`src/rtl/rs485_pkg.sv`:
```
// rs485_pkg: shared constants and state encodings for the RS-485 frame responder.
package rs485_pkg;
  localparam logic [7:0] SOF        = 8'h7E;
  localparam logic [7:0] BCAST_ADDR = 8'hFF;
  localparam logic [7:0] STAT_ACK   = 8'h00;
  localparam logic [7:0] STAT_NAK   = 8'h01;
  localparam logic [7:0] REPLY_FLAG = 8'h80;
  typedef enum logic [2:0] {
    S_HUNT, S_ADDR, S_CMD, S_LEN, S_DATA, S_CSUM, S_CHECK, S_REPLY
  } rx_state_t;
  typedef enum logic [1:0] {
    T_IDLE, T_SEND, T_WAIT_LO, T_WAIT_HI
  } tx_state_t;
endpackage

```
`src/rtl/rs485_reply_tx.sv`:
```
// rs485_reply_tx: sequences the 5-byte ACK/NAK reply through the link's tx_cmd/tx_ready handshake.
module rs485_reply_tx
  import rs485_pkg::*;
(
  input  logic       clock,
  input  logic       reset,
  input  logic       i_start,
  input  logic [7:0] i_addr,
  input  logic [7:0] i_cmd,
  input  logic [7:0] i_status,
  input  logic       i_tx_ready,
  output logic       o_tx_cmd,
  output logic [7:0] o_tx_data,
  output logic       o_first,
  output logic       o_done
);
  tx_state_t  r_state, w_next;
  logic [2:0] r_idx;
  logic [7:0] r_addr, r_cmd, r_status;
  logic       w_last;

  always_ff @(posedge clock or negedge reset)
    if (!reset) r_state <= T_IDLE;
    else        r_state <= w_next;

  always_ff @(posedge clock or negedge reset)
    if (!reset) begin
      r_idx    <= '0;
      r_addr   <= '0;
      r_cmd    <= '0;
      r_status <= '0;
    end else if (r_state == T_IDLE && i_start) begin
      r_idx    <= '0;
      r_addr   <= i_addr;
      r_cmd    <= i_cmd | REPLY_FLAG;
      r_status <= i_status;
    end else if (r_state == T_WAIT_HI && i_tx_ready) begin
      r_idx    <= r_idx + 3'd1;
    end

  assign w_last = r_idx == 3'd4;

  always_comb begin
    w_next = r_state;
    case (r_state)
      T_IDLE:    if (i_start)     w_next = T_SEND;
      T_SEND:    if (i_tx_ready)  w_next = T_WAIT_LO;
      T_WAIT_LO: if (!i_tx_ready) w_next = T_WAIT_HI;
      T_WAIT_HI: if (i_tx_ready)  w_next = w_last ? T_IDLE : T_SEND;
      default:                    w_next = T_IDLE;
    endcase
  end

  // byte index only moves after the link is idle again, so the data holds through the handshake
  always_comb
    o_tx_data = (r_state == T_IDLE) ? 8'h00 :
                (r_idx == 3'd0)     ? SOF :
                (r_idx == 3'd1)     ? r_addr :
                (r_idx == 3'd2)     ? r_cmd :
                (r_idx == 3'd3)     ? r_status :
                                      r_addr ^ r_cmd ^ r_status;

  assign o_tx_cmd = (r_state == T_SEND) && i_tx_ready;
  assign o_first  = o_tx_cmd && (r_idx == 3'd0);
  assign o_done   = (r_state == T_WAIT_HI) && i_tx_ready && w_last;
endmodule

```
`src/rtl/rs485_frame_responder.sv`:
```
// rs485_frame_responder: parses addressed request frames from the byte link, buffers payloads,
// counts errors and answers addressed frames with an ACK/NAK reply.
module rs485_frame_responder
  import rs485_pkg::*;
#(
  parameter  int MAX_LEN = 16,
  parameter  int TIMEOUT = 50000,
  localparam int AW      = (MAX_LEN > 1) ? $clog2(MAX_LEN) : 1,
  localparam int TW      = (TIMEOUT > 2) ? $clog2(TIMEOUT) : 1
) (
  input  logic          clock,
  input  logic          reset,
  input  logic [7:0]    node_addr,
  input  logic          rx_ready,
  input  logic [7:0]    rx_data,
  input  logic          tx_ready,
  output logic          tx_cmd,
  output logic [7:0]    tx_data,
  output logic          r2tdelay_en,
  output logic          frm_valid,
  output logic [7:0]    frm_cmd,
  output logic [7:0]    frm_len,
  input  logic [AW-1:0] pl_raddr,
  output logic [7:0]    pl_rdata,
  output logic [7:0]    err_cnt,
  output logic          busy
);
  rx_state_t     r_state, w_next;
  logic          r_mine, r_bcast, r_good, r_frm_valid;
  logic [7:0]    r_cmd, r_len, r_idx, r_csum, r_frm_cmd, r_frm_len, r_err_cnt;
  logic [TW-1:0] r_to;
  logic [7:0]    r_buf [MAX_LEN];
  logic          w_in_frame, w_timeout, w_too_long, w_accept, w_reply, w_err, w_done;

  assign w_in_frame = r_state inside {S_ADDR, S_CMD, S_LEN, S_DATA, S_CSUM};
  assign w_timeout  = w_in_frame && !rx_ready && (r_to == TW'(TIMEOUT - 1));
  assign w_too_long = (r_state == S_LEN) && rx_ready && (rx_data > 8'(MAX_LEN));
  assign w_accept   = (r_state == S_CSUM) && rx_ready && (r_csum == rx_data) && (r_mine || r_bcast);
  assign w_reply    = (r_state == S_CHECK) && r_mine;
  assign w_err      = w_timeout || w_too_long || ((r_state == S_CHECK) && !r_good && (r_mine || r_bcast));

  always_ff @(posedge clock or negedge reset)
    if (!reset) r_state <= S_HUNT;
    else        r_state <= w_next;

  always_comb begin
    w_next = r_state;
    case (r_state)
      S_HUNT:  if (rx_ready && rx_data == SOF) w_next = S_ADDR;
      S_ADDR:  if (rx_ready) w_next = S_CMD;
      S_CMD:   if (rx_ready) w_next = S_LEN;
      S_LEN:   if (rx_ready) w_next = w_too_long ? S_HUNT : (rx_data == 8'h00) ? S_CSUM : S_DATA;
      S_DATA:  if (rx_ready && r_idx == r_len - 8'd1) w_next = S_CSUM;
      S_CSUM:  if (rx_ready) w_next = S_CHECK;
      S_CHECK: w_next = w_reply ? S_REPLY : S_HUNT;
      S_REPLY: if (w_done) w_next = S_HUNT;
      default: w_next = S_HUNT;
    endcase
    if (w_timeout) w_next = S_HUNT;
  end

  always_ff @(posedge clock or negedge reset)
    if (!reset) begin
      r_mine      <= 1'b0;
      r_bcast     <= 1'b0;
      r_good      <= 1'b0;
      r_frm_valid <= 1'b0;
      r_cmd       <= '0;
      r_len       <= '0;
      r_idx       <= '0;
      r_csum      <= '0;
      r_frm_cmd   <= '0;
      r_frm_len   <= '0;
      r_err_cnt   <= '0;
      r_to        <= '0;
      for (int i = 0; i < MAX_LEN; i++) r_buf[i] <= '0;
    end else begin
      r_frm_valid <= w_accept;
      r_to        <= (w_in_frame && !rx_ready) ? r_to + TW'(1) : '0;
      if (w_err && r_err_cnt != 8'hFF) r_err_cnt <= r_err_cnt + 8'd1;
      if (rx_ready && r_state == S_ADDR) begin
        r_mine  <= rx_data == node_addr;
        r_bcast <= rx_data == BCAST_ADDR;
        r_csum  <= rx_data;
      end
      if (rx_ready && r_state inside {S_CMD, S_LEN, S_DATA}) r_csum <= r_csum ^ rx_data;
      if (rx_ready && r_state == S_CMD) r_cmd <= rx_data;
      if (rx_ready && r_state == S_LEN) begin
        r_len <= rx_data;
        r_idx <= '0;
      end
      if (rx_ready && r_state == S_DATA) begin
        r_idx <= r_idx + 8'd1;
        if (r_mine || r_bcast) r_buf[r_idx[AW-1:0]] <= rx_data;
      end
      if (rx_ready && r_state == S_CSUM) r_good <= r_csum == rx_data;
      if (w_accept) begin
        r_frm_cmd <= r_cmd;
        r_frm_len <= r_len;
      end
    end

  rs485_reply_tx u_tx (
    .clock      (clock),
    .reset      (reset),
    .i_start    (w_reply),
    .i_addr     (node_addr),
    .i_cmd      (r_cmd),
    .i_status   (r_good ? STAT_ACK : STAT_NAK),
    .i_tx_ready (tx_ready),
    .o_tx_cmd   (tx_cmd),
    .o_tx_data  (tx_data),
    .o_first    (r2tdelay_en),
    .o_done     (w_done)
  );

  assign frm_valid = r_frm_valid;
  assign frm_cmd   = r_frm_cmd;
  assign frm_len   = r_frm_len;
  assign pl_rdata  = r_buf[pl_raddr];
  assign err_cnt   = r_err_cnt;
  assign busy      = r_state != S_HUNT;
endmodule

```
`config.mk`:
```
export PLATFORM = sky130hd
export DESIGN_NAME = rs485_frame_responder
export DESIGN_NICKNAME = d
export VERILOG_FILES = /design/src/rtl/rs485_pkg.sv /design/src/rtl/rs485_reply_tx.sv /design/src/rtl/rs485_frame_responder.sv
export SDC_FILE = /design/constraint.sdc
export NUM_CORES = 1
export LEC_CHECK = 0
export ABC_AREA = 0
export CAP_MARGIN = 0
export CORE_MARGIN = 5
export CORE_UTILIZATION = 32
export CTS_BUF_LIST = sky130_fd_sc_hd__clkbuf_4 sky130_fd_sc_hd__clkbuf_8 sky130_fd_sc_hd__clkbuf_16
export DETAILED_ROUTE_END_ITERATION = 12
export SLEW_MARGIN = 20
export SYNTH_ARGS = -nofsm -noshare
export SYNTH_HDL_FRONTEND = slang
export SYNTH_SLANG_ARGS = --single-unit
```
`constraint.sdc`:
```
create_clock -name clock -period 2.09 [get_ports clock]
set_input_delay 0.209 -clock clock [delete_from_list [all_inputs] [get_ports clock]]
set_output_delay 0.209 -clock clock [all_outputs]
set_load 0.05 [all_outputs]
```
# Word-level counts from Yosys, hierarchy flattened

Cells that the tools add are included.

$add $sub $neg: 5
$lt $le $gt $ge: 4
Equality and inequality tests: 32
Multiplexer cells: 37
Bitwise operators: 5
Reductions and logical operators: 41

Operators by type and width:

| cell                    | number |
|---|---|
| $bwmux W128             | 1 |
| $mux W8                 | 12 |
| $mux W3                 | 12 |
| $bmux W8 S4             | 1 |
| $demux W8 S4            | 1 |
| $eq A8 B8 Y1            | 3 |
| $pmux W3 S8             | 1 |
| $xor A8 B8 Y8           | 3 |
| $logic_and A1 B1 Y1     | 23 |
| $add A16 B1 Y16 const B | 1 |
| $add A8 B1 Y8 const B   | 2 |
| $eq A16 B16 Y1 const B  | 1 |
| $mux W16                | 1 |
| $eq A3 B3 Y1 const B    | 5 |
| $ne A3 B3 Y1 const B    | 5 |
| $eq A3 B2 Y1 const B    | 4 |
| $ge A5 B5 Y1 const B    | 2 |
| $not A4 Y5              | 2 |
| $eq A8 B7 Y1 const B    | 1 |
| $eq A8 B8 Y1 const B    | 1 |
| $gt A8 B5 Y1 const B    | 1 |
| $logic_not A8 Y1        | 1 |
| $mux W2                 | 4 |
| $ne A8 B8 Y1 const B    | 1 |
| other kinds (21)        | 35 |

Flip-flop bits (word level): 236
Bits of input ports: 24
Output and inout bits: 44
Logic and storage cells: 158

# Depth between registers and ports, before layout

Gate-level depths: netlist of run 1.

Word-level depth: 7
Gate-level depth with buffers: 9

# Modules after synthesis

A second synthesis of run 1 with hierarchy kept.

Cell total of the unflattened synthesis: 980
Area, all modules: 12097.9 um^2

Modules (own cells, without submodules):

| module                | times used | cells each | area an instance (um^2) | sequential area each (um^2) |
|---|---|---|---|---|
| rs485_frame_responder | 1          | 802        | 10223.6                 | 5180.0 |
| rs485_reply_tx        | 1          | 178        | 1874.3                  | 725.7 |

# Worst setup path before layout of run 1

Ideal clock, no wire load.

Path type: register to output
Start point: reg u_tx.r_idx[1]
End point: out tx_data[0]
Data arrival time: 2773 ps
Required time: 1881 ps
Slack: -892 ps
Cell stages (with the launch flop): 8
Cell sequence: dfrtp_1 -> inv_1 -> ha_1 -> nor2b_1 -> clkbuf_1 -> clkbuf_1 -> o31ai_1 -> nor4_1

Word-level cells in the longest chain between the ends: 6
Elaborated cells on any way between the ends: 9
Classes of those cells: eq/ne: 3; mux: 5; reduce/logical: 1

RTL lines:

| what                     | line                        | source |
|---|---|---|
| start: declaration       | rs485_reply_tx.sv:18        | `logic [2:0] r_idx;` |
| start signal: assignment | rs485_reply_tx.sv:38        | `r_idx <= r_idx + 3'd1;` |
| $eq A3 B2 Y1             | rs485_reply_tx.sv:60        | `(r_idx == 3'd3) ? r_status :` |
| $mux W8                  | rs485_reply_tx.sv:60        |  |
| $mux W8                  | rs485_reply_tx.sv:59        | `(r_idx == 3'd2) ? r_cmd :` |
| $mux W8                  | rs485_reply_tx.sv:58        | `(r_idx == 3'd1) ? r_addr :` |
| $mux W8 *                | rs485_reply_tx.sv:57        | `(r_idx == 3'd0) ? SOF :` |
| $mux W8 *                | rs485_reply_tx.sv:56        | `o_tx_data = (r_state == T_IDLE) ? 8'h00 :` |
| end: declaration         | rs485_frame_responder.sv:18 | `output logic [7:0] tx_data,` |

Every way passes the cells marked *; elsewhere a longest branch is shown, timed or not.

# Final worst setup path of run 1

Start point: reg u_tx.r_idx[0]
End point: out tx_data[0]

The elaborated chain is that of the path after synthesis.

==> PnR_summary.wiki, run 1 <==
{| class="wikitable"
! Metric !! Value
|-
| Predominant post-synthesis flop cell || dfrtp_1
|-
| Antenna violation net count after detailed routing || 0
|-
| Number of hold-slack violations in the final timing report || 0
|-
| Area post-placement || 13300 sq um
|-
| Accumulated negative setup slack || -4.06 ns
|-
| Average cell area after synthesis || 12.2 sq um
|-
| Share of power burned in combinational logic || a little over a third
|-
| Path category of the worst min-delay check || primary input to asynchronous set/reset pin
|-
| Average detailed-routed wire length per instance || between 15 and 20 um
|-
| Violated checks || setup timing
|-
| Post-synth net total || approximately 1000
|-
| Slew of the pin with the lowest slew margin || roughly 0.71 ns
|-
| Number of ports placed on the die boundary || 68
|-
| Register bit count reported by yosys || between 200 and 250
|-
| Clock network power share || around 30%
|-
| Clock skew || between 0.01 and 0.015 ns
|-
| Cell area after layout || around 15000 sq um
|-
| Proportion of synthesized chip area in sequential cells || 50.3%
|-
| Distinct cell type count after synthesis || 59
|-
| Max-Slew Margin vs Limit || between 50% and 60%
|-
| Portion of total power attributed to sequential cells || between 30% and 40%
|-
| Cell taking the most area after synthesis || dfrtp_1
|-
| Highest clock frequency the design can meet || 0.417 GHz
|-
| Vias in the first global route || 8328
|-
| EDFF count, synth || 0
|-
| Total of buffers placed on input and output ports || 67
|-
| Core footprint || around 35000 sq um
|-
| Worst-Skew Late Latency || 0.53 ns
|-
| Number of search-and-repair iterations in the first detailed-routing pass || 5
|-
| X dimension of the die || ~200 um
|-
| Share of flip-flops with an asynchronous set or reset || 100%
|-
| Leakage power summed over all cells || 0.00678 uW
|-
| Psw || between 5000 and 6000 uW
|-
| Total power divided by cell area || 1060 nW/um^2
|-
| Row cnt || 69
|-
| Total number of clock tree sinks || 229
|-
| Detail-routed via count per cell || 5.18
|-
| NumNets Final || 1120
|-
| Worst R2R Path Depth || 8
|-
| Total Routed Length || around 29 mm
|-
| Final Slew Violations || 0
|-
| Final Power || around 16000 uW
|-
| Buffer type at the clock tree root || clkbuf_16
|-
| Run status || complete, but fails checks
|-
| Number of buffers added by the clock tree synthesis step || 26
|-
| Largest net degree at the start of global routing || 62
|-
| Ranking of synthesized cells by area || dfrtp_1, mux2_1, mux4_2, mux2_2, nand2_1
|-
| Clock tree from TritonCTS || done
|-
| Total number of vias || between 8000 and 9000
|-
| Type of origin of the critical path || flop
|-
| Antenna diodes || 0
|-
| Area of the mapped netlist || between 10000 and 15000 sq um
|-
| Warning count from the yosys run || 0
|-
| Arrival time at the worst endpoint || 2.19 ns
|-
| First-pass GRT wire length || roughly 48 mm
|-
| DRC errors left || 0
|-
| Fraction of final layout cells with drive strength greater than 1 || roughly a third
|-
| Setup slack on the worst flop-to-flop path || ~0.11 ns
|-
| Area of the die || 39500 sq um
|-
| Maximum number of buffers from clock root to sink || 3
|-
| Count of routing violations after the opening detailed-route iteration || 616
|-
| Switching power as a share of total power || between 30 and 40%
|-
| Placer's final routability congestion estimate || slightly above 0.8
|-
| Number of antenna violations at the first check in global routing || 0
|-
| H-tree depth || 1
|-
| Die height || about 200 um
|-
| Kind of capture point of the worst setup path || primary output
|-
| Highest fanout seen on the critical path || 4
|-
| Data required time at the worst endpoint || about 1.9 ns
|-
| Share of the synthesized area in the top cell type || roughly 50%
|-
| Clock slew at the register clock pins of the worst setup and hold paths || roughly 0.06 ns
|-
| All-Layer GR Usage || 14.9%
|-
| Final period utilization || 115%
|-
| Most frequently used cell type in the post-synthesis netlist || dfrtp_1
|-
| Area growth from synthesis to layout || 28.9%
|-
| Total internal power || 10300 uW
|-
| Unrepaired setup endpoints after global routing || yes
|-
| Final setup violation count || 17
|-
| Leading post-synthesis cells by instance count || dfrtp_1, mux2_1, nand2_1
|-
| Post-DP HPWL || around 20 mm
|-
| Min setup slack post-route || -0.307 ns
|-
| Initial Utilization || 32.2%
|-
| Total overflow reported by the global router || 0
|-
| Final critical delay including setup and external delays || 2.40 ns
|-
| Largest vdd supply drop || approximately 0.0012 V
|-
| Core utilization of the finished layout || 41.5%
|-
| Cells after Synth || 937
|-
| Number of max-capacitance violations reported || 0
|-
| Worst setup path class || flop to primary output
|}
worst max-delay path: stages, from the launching register on:
cell	delay, ns
dfrtp_2	0.45
ha_4	0.17
nor2b_4	0.12
buf_6	0.13
buf_4	0.13
a211oi_4	0.25
o21ai_4	0.10
o31ai_4	0.07
nor4_4	0.07
buf_12	0.17
sequential cells by signal (all words and copies together) (netlist names), 8 cells and up:
signal / flops
r_len: 8
r_csum: 8
u_tx.r_cmd: 8
r_idx: 8
r_to: 16
r_cmd: 8
err_cnt: 8
frm_len: 8
frm_cmd: 8
r_buf: 128
u_tx.r_addr: 8
layer usage:
| metal | global-route usage (%) | share of wire, % | up-vias |
|---|---|---|---|
| li1 | - | - | 3691 |
| met3 | 2.91 | 5.8 | 42 |
| met4 | 2.46 | 1.4 | 0 |
| met5 | 0 | 0 | - |
| met1 | 22.3 | 48 | 4131 |
| met2 | 22.9 | 45 | 217 |
power groups by stage:
stage | Sequential (uW) | Clock, uW | Combinational, uW
final | 5340 | 4690 | 5560
after global routing | 5400 | 5020 | 6020
after CTS | 5330 | 4810 | 5300
after detailed placement | 5390 | 0 | 4820
after global placement | 5370 | 0 | 4750
after floorplan | 5410 | 0 | 3080
cell usage in the layout (no fill, tap or decap), types with 4 or more instances in the layout:
cell type        count
dfrtp_1            226
mux2_1              98
buf_4               91
nand2_1             86
mux2_2              64
clkdlybuf4s50_1     45
nor2_1              43
mux4_2              40
xnor2_1             32
a21oi_1             31
clkbuf_16           27
o22ai_1             24
nand3_1             22
buf_6               19
buf_12              19
inv_1               14
xor2_1              14
nand4_1             12
ha_1                12
o21ai_0             11
clkbuf_8            11
and3_1               9
nor3_1               8
a221o_1              8
nor2_2               7
nand3_4              6
a21oi_2              5
nor2_4               5
o21a_1               5
a221oi_2             5
nand3_2              5
nor4_1               5
clkinv_2             5
nor2b_1              4
ha_4                 4
layout make-up:
cell class                 instances  area, sq um
fill                            3313        20700
multi-input combinational        628         5640
inverter                          17         63.8
sequential                       229         5730
timing repair buffer             178         1770
tap                              461          577
clock inverter                     7         62.6
clock buffer                      39          835
metrics by stage:
| step | cells | hold WS, ns | worst slack, ns |
|---|---|---|---|
| 4_1_cts | 1554 | 0.216 | -0.361 |
| 3_5_place_dp | 1498 | 0.188 | -0.229 |
| 5_1_grt | 1559 | 0.229 | -0.391 |
| 3_3_place_gp | 1498 | 0.186 | -0.199 |
| 2_1_floorplan | 937 | -0.0866 | -0.102 |
| 6_report | 1559 | 0.218 | -0.307 |
what timing repair did:
action | 4_1_cts | 5_1_grt
gates cloned | 0 | 1
hold buffers | 1 | 0
pin swaps | 8 | 10
resized for setup | 48 | 31
endpoints found under the setup margin | 26 | 53
endpoints found under the hold margin | 57 | 0
setup buffers | 9 | 4
worst paths after layout:
check,startpoint,to
worst max-delay path,u_tx.r_idx[0],tx_data[0]
worst min-delay path,reset,r_buf[23]
worst max register to register,r_state[1],r_buf[33]
worst min register to register,r_to[0],r_to[0]
max in group asynchronous,reset,r_to[2]
min in group clock,node_addr[3],u_tx.r_addr[3]
logic make-up after synthesis:
group	synth area share, %
AO/OA/AOI/OAI	6.50
buffers and inverters	2.89
adder cells (fa/ha/maj)	1.76
XOR/XNOR	3.53
flip-flops	50.3
AND/OR/NAND/NOR	11.0
multiplexers	24.0
(Power assumes the default switching activity.)
==> run 2: changes to the inputs <==
- CORE_UTILIZATION: 32 -> 54
- PLACE_DENSITY: default -> 0.76
- SKIP_LAST_GASP: default -> 1
==> run 2 against run 1 <==
Compared with the run above: via count down 0.36%; global-route usage up 7.6 points; setup slack worse by 0.063 ns; power down 2.3%; hold slack about the same; register-to-register slack worse by 0.02 ns; critical path depth down 1; core utilization up 27 points; clock-buffer cell count down 6; cell area down 3.1%; sequential power about the same; the flow still finishes with violations (setup timing); sequential share of layout area up 1.2 points.
==> PnR_summary.wiki, run 2 (synthesis results as in run 1) <==
{| class="wikitable"
! Metric !! Value
|-
| Number of hold-slack violations in the final timing report || 0 (unchanged)
|-
| Final Power || 15200 uW (-2.3%)
|-
| Most common cell after layout, fill and taps aside || dfrtp_1
|-
| Number of flip-flops under the largest register name || 128 (unchanged)
|-
| Row cnt || 53 (-23%)
|-
| Total Routed Length || 27.5 mm (-5.5%)
|-
| Largest net degree at the start of global routing || 64 (+3.2%)
|-
| Biggest registers after layout || r_buf: 128 flops, r_to: 16 flops
|-
| X dimension of the die || 155 um (-22%)
|-
| Path category of the worst min-delay check || primary input to asynchronous set/reset pin
|-
| Count of routing violations after the opening detailed-route iteration || 447 (-27%)
|-
| Kind of capture point of the worst setup path || primary output
|-
| All-Layer GR Usage || 22.5% (+7.6 points)
|-
| Area of the die || 24100 sq um (-39%)
|-
| Data required time at the worst endpoint || 1.88 ns (about the same)
|-
| Largest vdd supply drop || 0.000645 V (-48%)
|-
| Min setup slack post-route || -0.371 ns (-0.0633 ns)
|-
| Fraction of final layout cells with drive strength greater than 1 || 30.0% (-1.5 points)
|-
| Unrepaired setup endpoints after global routing || yes
|-
| Clock network power share || 30.8% (+0.7 points)
|-
| Max-Slew Margin vs Limit || 64.7% (+12 points)
|-
| Maximum number of buffers from clock root to sink || 3 (unchanged)
|-
| Clock slew at the register clock pins of the worst setup and hold paths || 0.06 ns (about the same)
|-
| Average detailed-routed wire length per instance || 20.2 um (+8.3%)
|-
| Buffer type at the clock tree root || clkbuf_16
|-
| Area growth from synthesis to layout || 24.9%
|-
| DRC errors left || 0 (unchanged)
|-
| Leakage power summed over all cells || 0.00668 uW (-1.4%)
|-
| First-pass GRT wire length || 44.0 mm (-7.7%)
|-
| Final setup violation count || 16 (-1)
|-
| Total power divided by cell area || 1070 nW/um^2 (+0.76%)
|-
| Type of origin of the critical path || flop
|-
| Arrival time at the worst endpoint || 2.25 ns (+0.06 ns)
|-
| Number of antenna violations at the first check in global routing || 0 (unchanged)
|-
| Post-DP HPWL || 17.9 mm (-8.6%)
|-
| NumNets Final || 1105 (-1.3%)
|-
| Run status || complete, but fails checks
|-
| Total number of clock tree sinks || 229 (unchanged)
|-
| Die height || 155 um (-22%)
|-
| Number of max-capacitance violations reported || 0 (unchanged)
|-
| Accumulated negative setup slack || -4.09 ns (-0.0298 ns)
|-
| Total of buffers placed on input and output ports || 67 (unchanged)
|-
| Vias in the first global route || 8348 (+0.24%)
|-
| Core utilization of the finished layout || 68.1% (+27 points)
|-
| Highest-count cells in the layout ignoring fill and taps || dfrtp_1, mux2_1, nand2_1
|-
| Total overflow reported by the global router || 0 (unchanged)
|-
| Register name with the most flops || r_buf
|-
| Total internal power || 9990 uW (-2.6%)
|-
| Number of buffers added by the clock tree synthesis step || 26 (unchanged)
|-
| Initial Utilization || 54.6% (+22 points)
|-
| Switching power as a share of total power || 34.4% (+0.15 points)
|-
| Violated checks || setup timing
|-
| Worst setup path class || flop to primary output
|-
| Antenna diodes || 0 (unchanged)
|-
| Final period utilization || 118% (+3.0 points)
|-
| Share of power burned in combinational logic || 33.9% (-1.8 points)
|-
| Portion of total power attributed to sequential cells || 35.3% (+1.0 points)
|-
| Final critical delay including setup and external delays || 2.46 ns (+0.0633 ns)
|-
| Worst-Skew Late Latency || 0.52 ns (about the same)
|-
| Total number of vias || 8052 (-0.36%)
|-
| Antenna violation net count after detailed routing || 0 (unchanged)
|-
| Number of search-and-repair iterations in the first detailed-routing pass || 7 (+2)
|-
| Placer's final routability congestion estimate || 0.863 (+5.6%)
|-
| Core footprint || 20900 sq um (-41%)
|-
| Slew of the pin with the lowest slew margin || 0.528 ns (-0.180 ns)
|-
| Psw || 5240 uW (-1.9%)
|-
| Final Slew Violations || 0 (unchanged)
|-
| Highest clock frequency the design can meet || 0.406 GHz (-2.6%)
|-
| Detail-routed via count per cell || 5.92 (+14%)
|-
| Clock skew || 0.00748 ns (-0.00624 ns)
|-
| Number of ports placed on the die boundary || 68 (unchanged)
|-
| Clock tree from TritonCTS || done
|-
| H-tree depth || 1 (unchanged)
|-
| Highest fanout seen on the critical path || 9 (+5)
|}
## run 2: power by group through the flow
stage / clock network (uW) / registers (uW) / logic (uW)
floorplan: 0 / 5410 / 3080
global placement: 0 / 5400 / 4560
detailed placement: 0 / 5420 / 4640
CTS: 4780 / 5360 / 4890
global route: 4970 / 5430 / 5530
finish: 4700 / 5370 / 5160
## run 2: final timing paths
check / from / endpoint / slack, ns / depth (start not counted)
max: u_tx.r_idx[0] / tx_data[0] / -0.37 / 8
min: reset / r_to[15] / 0.22 / 2
max reg2reg: r_to[12] / err_cnt[1] / 0.09 / 5
min reg2reg: r_to[0] / r_to[0] / 0.45 / 1
max in group asynchronous: reset / r_buf[94] / 1.20 / 3
min in group clock: node_addr[0] / u_tx.r_addr[0] / 0.31 / 3
## run 2: critical path: stages (launching register included)
cell	delay [ns]
dfrtp_1	0.42
ha_1	0.21
nor2b_4	0.13
buf_12	0.15
buf_6	0.14
inv_1	0.10
a21oi_1	0.12
nor4_4	0.27
buf_12	0.18
## run 2: layer usage
metal | GRT usage, % | vias to the layer above | part of all wire, %
li1 | - | 3651 | -
met1 | 30.9 | 4109 | 42
met2 | 38.2 | 239 | 50
met3 | 3.03 | 53 | 4.8
met4 | 5.96 | 0 | 2.5
met5 | 0 | - | 0
## run 2: metrics by stage
step,hold WS [ns],worst slack [ns],cell area (sq um),cells
after floorplan,-0.0866,-0.102,11400,937
after global placement,0.192,-0.169,13000,1303
after detailed placement,0.190,-0.199,13000,1303
after CTS,0.244,-0.282,14100,1355
after global routing,0.279,-0.434,14200,1360
final,0.219,-0.371,14200,1360
## run 2: layout make-up
class,instances,area (sq um)
Sequential cell,229,5730
Inverter,17,63.8
Fill cell,1474,6660
Multi-Input combinational cell,628,5530
Clock inverter,15,178
Clock buffer,33,722
Tap cell,275,344
Timing Repair Buffer,163,1670
## run 2: repair_timing
action / CTS / global route
hold buffers: 1 / 0
pin swaps: 1 / 14
endpoints found under the setup margin: 16 / 26
buffers inserted: 3 / 5
resized for setup: 33 / 28
hold endpoints to repair: 59 / 0
